File: src/rtl/mux4_rr_arbiter_pkg.sv
// rtl/mux4_rr_arbiter_pkg.sv - shared definitions for the 4-way round-robin output arbiter
package mux4_arb_defs;

  localparam int N_REQ = 4;

  typedef enum logic {
    ST_IDLE  = 1'b0,
    ST_GRANT = 1'b1
  } arb_state_t;

endpackage

File: src/rtl/mux4_rr_arbiter_pick.sv
// rtl/mux4_rr_arbiter_pick.sv - combinational rotating-priority pick over four requests
module rr_pick4 (
  input  logic [3:0] req,
  input  logic [1:0] ptr,
  output logic       any,
  output logic [1:0] idx,
  output logic [3:0] onehot
);

  // Scan from the far end so the offset closest to ptr is the last write and wins.
  always_comb begin
    any = 1'b0;
    idx = ptr;
    for (int j = 3; j >= 0; j--) begin
      if (req[ptr + 2'(j)]) begin
        any = 1'b1;
        idx = ptr + 2'(j);
      end
    end
    onehot = any ? (4'b0001 << idx) : 4'b0000;
  end

endmodule

File: src/rtl/mux4x1.sv
// rtl/mux4x1.sv - one-bit 4:1 datapath multiplexer
module mux4x1 (
  input  logic [3:0] d,
  input  logic [1:0] sel,
  output logic       y
);

  assign y = d[sel];

endmodule

File: src/rtl/mux4_rr_arbiter.sv
// rtl/mux4_rr_arbiter.sv - round-robin owner of the shared 4:1 one-bit output path
module mux4_rr_arbiter
  import mux4_arb_defs::*;
#(
  parameter int MAX_HOLD = 4
) (
  input  logic             clk,
  input  logic             rst,
  input  logic [N_REQ-1:0] req,
  input  logic [N_REQ-1:0] data_in,
  output logic [N_REQ-1:0] grant,
  output logic [1:0]       sel,
  output logic             grant_valid,
  output logic             y
);

  localparam int CW = (MAX_HOLD > 1) ? $clog2(MAX_HOLD) : 1;

  arb_state_t    state;
  logic [1:0]    ptr;
  logic [CW-1:0] cnt;

  logic       rel;
  logic [1:0] pick_ptr;
  logic       pick_any;
  logic [1:0] pick_idx;
  logic [3:0] pick_onehot;
  logic       mux_y;

  // While granted, the only pick that matters is the re-pick from just past the owner.
  assign pick_ptr = (state == ST_GRANT) ? (sel + 2'd1) : ptr;
  assign rel      = !req[sel] || (cnt == CW'(MAX_HOLD - 1));

  rr_pick4 u_pick (
    .req    (req),
    .ptr    (pick_ptr),
    .any    (pick_any),
    .idx    (pick_idx),
    .onehot (pick_onehot)
  );

  always_ff @(posedge clk) begin
    if (rst) begin
      state       <= ST_IDLE;
      grant       <= '0;
      sel         <= '0;
      grant_valid <= 1'b0;
      ptr         <= '0;
      cnt         <= '0;
    end else begin
      case (state)
        ST_IDLE: begin
          if (pick_any) begin
            state       <= ST_GRANT;
            grant       <= pick_onehot;
            sel         <= pick_idx;
            grant_valid <= 1'b1;
            cnt         <= '0;
          end
        end
        ST_GRANT: begin
          if (rel) begin
            ptr <= sel + 2'd1;
            cnt <= '0;
            if (pick_any) begin
              grant <= pick_onehot;
              sel   <= pick_idx;
            end else begin
              state       <= ST_IDLE;
              grant       <= '0;
              grant_valid <= 1'b0;
            end
          end else begin
            cnt <= cnt + CW'(1);
          end
        end
        default: state <= ST_IDLE;
      endcase
    end
  end

  mux4x1 u_mux (
    .d   (data_in),
    .sel (sel),
    .y   (mux_y)
  );

  assign y = mux_y & grant_valid;

endmodule
File: config.mk
export PLATFORM = sky130hd
export DESIGN_NAME = mux4_rr_arbiter
export DESIGN_NICKNAME = d
export VERILOG_FILES = /design/src/rtl/mux4_rr_arbiter_pkg.sv /design/src/rtl/mux4_rr_arbiter_pick.sv /design/src/rtl/mux4x1.sv /design/src/rtl/mux4_rr_arbiter.sv
export SDC_FILE = /design/constraint.sdc
export NUM_CORES = 1
export LEC_CHECK = 0
export CAP_MARGIN = 10
export CORE_MARGIN = 5
export CORE_UTILIZATION = 49
export CTS_BUF_LIST = sky130_fd_sc_hd__clkbuf_4 sky130_fd_sc_hd__clkbuf_8
export CTS_CLUSTER_DIAMETER = 80
export DETAILED_ROUTE_END_ITERATION = 16
export GPL_TIMING_DRIVEN = 0
export PLACE_DENSITY = 0.8
export SKIP_LAST_GASP = 1
export SLEW_MARGIN = 20
export SYNTH_ARGS = -nofsm -noshare
export SYNTH_HDL_FRONTEND = slang
export SYNTH_SLANG_ARGS = --single-unit
File: constraint.sdc
create_clock -name clk -period 2.2 [get_ports clk]
set_input_delay 0.22 -clock clk [delete_from_list [all_inputs] [get_ports clk]]
set_output_delay 0.22 -clock clk [all_outputs]
set_load 0.1 [all_outputs]
==> key figures, run 1 <==
Placed design
  • PortBufs: 16
  • DP Cell Count: around 110
  • Dpl cell area: 885 um^2
  • Gpl congestion: approximately 0.73
  • Post-DP HPWL: about 1200 um

Critical path
  • CP required: between 1500 and 2000 ps
  • CP bufs+invs: 1
  • Critical path's top delay family: buffers and inverters
  • CP arrival: between 1500 and 2000 ps
  • Slowest CP cell: clkdlybuf4s50_1
  • CP peak stage delay: between 1000 and 1500 ps
  • Critical path type: flip-flop to output port
  • Critical-path maximum fanout: 7
  • Stages on worst setup path: 1
  • Reg2Reg Depth: 6
  • Cell Chain, Critical Path: clkdlybuf4s50_1
  • Endpoint type of the worst setup path: output port
  • Reg2reg setup slack: just under 400 ps
  • Crit path launch type: flip-flop

Die
  • Count of boundary I/O pins: 18
  • Starting Density: 52.7%
  • Height of the die: ~48 um
  • Die area: ~2300 um^2
  • Core area: between 1000 and 1500 um^2
  • Row count: 13
  • Die W: ~48 um

CTS
  • Clk pin slew, worst setup/hold paths: 80 ps
  • Root Buffer: clkbuf_4
  • Post_cts resized: 3
  • Cts hold-fix bufs: 0
  • Clock Sinks: 12
  • TritonCTS clock tree: built
  • Postcts setup bufs: 0
  • CTS Buf Count: 3
  • H-tree Lvls: 1
  • Later-pin clock latency in the skew report: about 270 ps
  • CTS Buffer Depth: 2

Logic synthesis
  • Synth warnings: 0
  • Seq/Total Area, Yosys: 34.2%
  • Cell Area, Synth: ~700 um^2
  • Mean post-synth cell area: approximately 9.0 um^2
  • Post-synth top flop: dfxtp_1
  • Asr flop ratio synth: 0%
  • Synth unique cells: 33
  • Post-synth EDFFs: 0
  • Flops & latches, synth: 12
  • Syn_nets: 90
  • Synth Instances: 78

GRT
  • Pin count of the biggest net entering global routing: 11
  • Grt total ovfl: 0
  • Initial antenna violation count: 0
  • GRT busiest layer: met2
  • Wire length of the first global-routing pass: ~2700 um
  • Vias in the first global route: 636
  • Total GRT Usage: 16.9%
  • M1 GR Usage: 20.7%
  • GR Layer Usage met3: 4.14%
  • Met2 GRT Util: 27.4%

Hold path
  • Hold Crit Class: input pin to flip-flop
  • Worst hold path depth: 2

Power and ir drop
  • Total power: around 730 uW
  • Combinational power share: 40.7%
  • Sw power: roughly 290 uW
  • Sw Ratio: approximately two fifths
  • Sequential share of power: about a third
  • Power Internal: 439 uW
  • PD cells: between 700 and 800 nW/um^2
  • VDD IR-drop max: roughly 440 uV
  • Static Leakage: 0.364 nW
  • Power share of the clock group: 24.3%

Run status
  • Status: completed

Cells and area
  • Finished Cell Area: 916 um^2
  • Final core utilization: 68.7%
  • ANT cells: 0
  • Area delta synth->final: 30.2%
  • Final #Nets: roughly 110
  • Layout cells sized above 1: 13.3%
  • Fin cells: 113

STA
  • Tmin final: 2040 ps
  • Final period util: 92.9%
  • Final setup fails: 0
  • Final hold vios: 0
  • RSZ-0062 raised after global routing: false
  • Worst Hold Margin: 321 ps
  • FMAX: 0.489 GHz
  • Max Clock Skew: approximately 0.27 ps
  • Max_slew headroom: between 30% and 40%
  • Slew Limit Fails: 0
  • Worst-Margin Slew: between 900 and 1000 ps

Routing
  • Via/cell ratio: between 5 and 6
  • DR iter-0 viols: 35
  • Post-Route WL: roughly 1600 um
  • Detailed-route DRC error count: 0
  • DRT Pass-1 Iters: 4
  • Wire per inst: between 10 and 15 um
  • Vias: between 600 and 700
  • Post-DRT Antenna Nets: 0

Flow run
  • Max-cap viol count: 0
==> flip-flops by register name, indices dropped and copies added (netlist names) <==
signal and flops:
grant 4, sel 2, ptr 2, state 1
cnt 2, grant_valid 1
==> area by class of cell <==
| cell class | count | area (um^2) |
|---|---|---|
| well taps | 15 | 18.8 |
| repair buffers | 16 | 155 |
| plain buffers | 3 | 18.8 |
| flip-flops and latches | 12 | 243 |
| fillers | 115 | 418 |
| multi-input cells | 58 | 425 |
| clock buffers | 4 | 36.3 |
| inverters | 5 | 18.8 |
==> cell families after synthesis <==
family                   after synthesis  synth area share [%]
XOR/XNOR                               1                  1.25
flip-flops                            12                  34.2
AND/OR/NAND/NOR                       27                  20.3
adder cells (fa/ha/maj)                2                  3.56
multiplexers                           6                  12.8
buffers and inverters                  8                  5.34
AO/OA/AOI/OAI                         22                  22.6
==> per-layer routing <==
| metal | part of all wire [%] | up-vias |
|---|---|---|
| li1 | - | 332 |
| met3 | 7.5 | 5 |
| met5 | 0 | - |
| met2 | 46 | 23 |
| met4 | 2.2 | 0 |
| met1 | 44 | 297 |
==> layout by cell type, fill, tap and decap left out, types with 3 or more instances in the layout <==
cell,count
a32o_1,5
nor2_1,8
nand2_1,4
clkdlybuf4s50_1,15
a21oi_1,7
mux2i_1,3
dfxtp_1,10
clkbuf_4,3
inv_1,5
==> metrics by stage <==
| step | TNS, ps | setup WS, ps |
|---|---|---|
| floorplan | 0 | 80.2 |
| global placement | -253 | -253 |
| detailed placement | -269 | -269 |
| CTS | 0 | 36.5 |
| global route | 0 | 101 |
| finish | 0 | 156 |
==> synthesized netlist by cell type, drive strengths merged, types with 2 or more instances <==
cell	instances	share of area [%]
mux2i	3	4.3
mux4	2	6.9
buf	2	2.1
a32o	5	7.1
nand3	3	2.8
o21ai	2	1.4
a211oi	2	2.1
a21oi	7	5.0
ha	2	3.6
inv	5	2.7
and2	2	1.8
dfxtp	12	34
nor2	8	4.3
nand2	4	2.1
nand2b	3	3.0
nor3	2	1.4
==> power groups by stage <==
stage / combinational (mW) / sequential, mW / clock [mW]
global placement: 0.291 / 0.260 / 0
global route: 0.313 / 0.258 / 0.194
floorplan: 0.122 / 0.360 / 0
CTS: 0.296 / 0.255 / 0.179
finish: 0.295 / 0.254 / 0.176
detailed placement: 0.295 / 0.259 / 0
==> worst paths after layout <==
check             endpoint     start
setup / recovery    sel[1]    sel[1]
hold / removal       state       rst
setup reg to reg  grant[3]    sel[0]
hold reg to reg   grant[3]  grant[3]
Power figures use the tool's default switching activity.
==> inputs of run 2 (changes only) <==
Settings changed: TNS_END_PERCENT from default to 5.
==> results of run 2 <==
No change in the layout: final DEF, timing and power equal those of run 1.
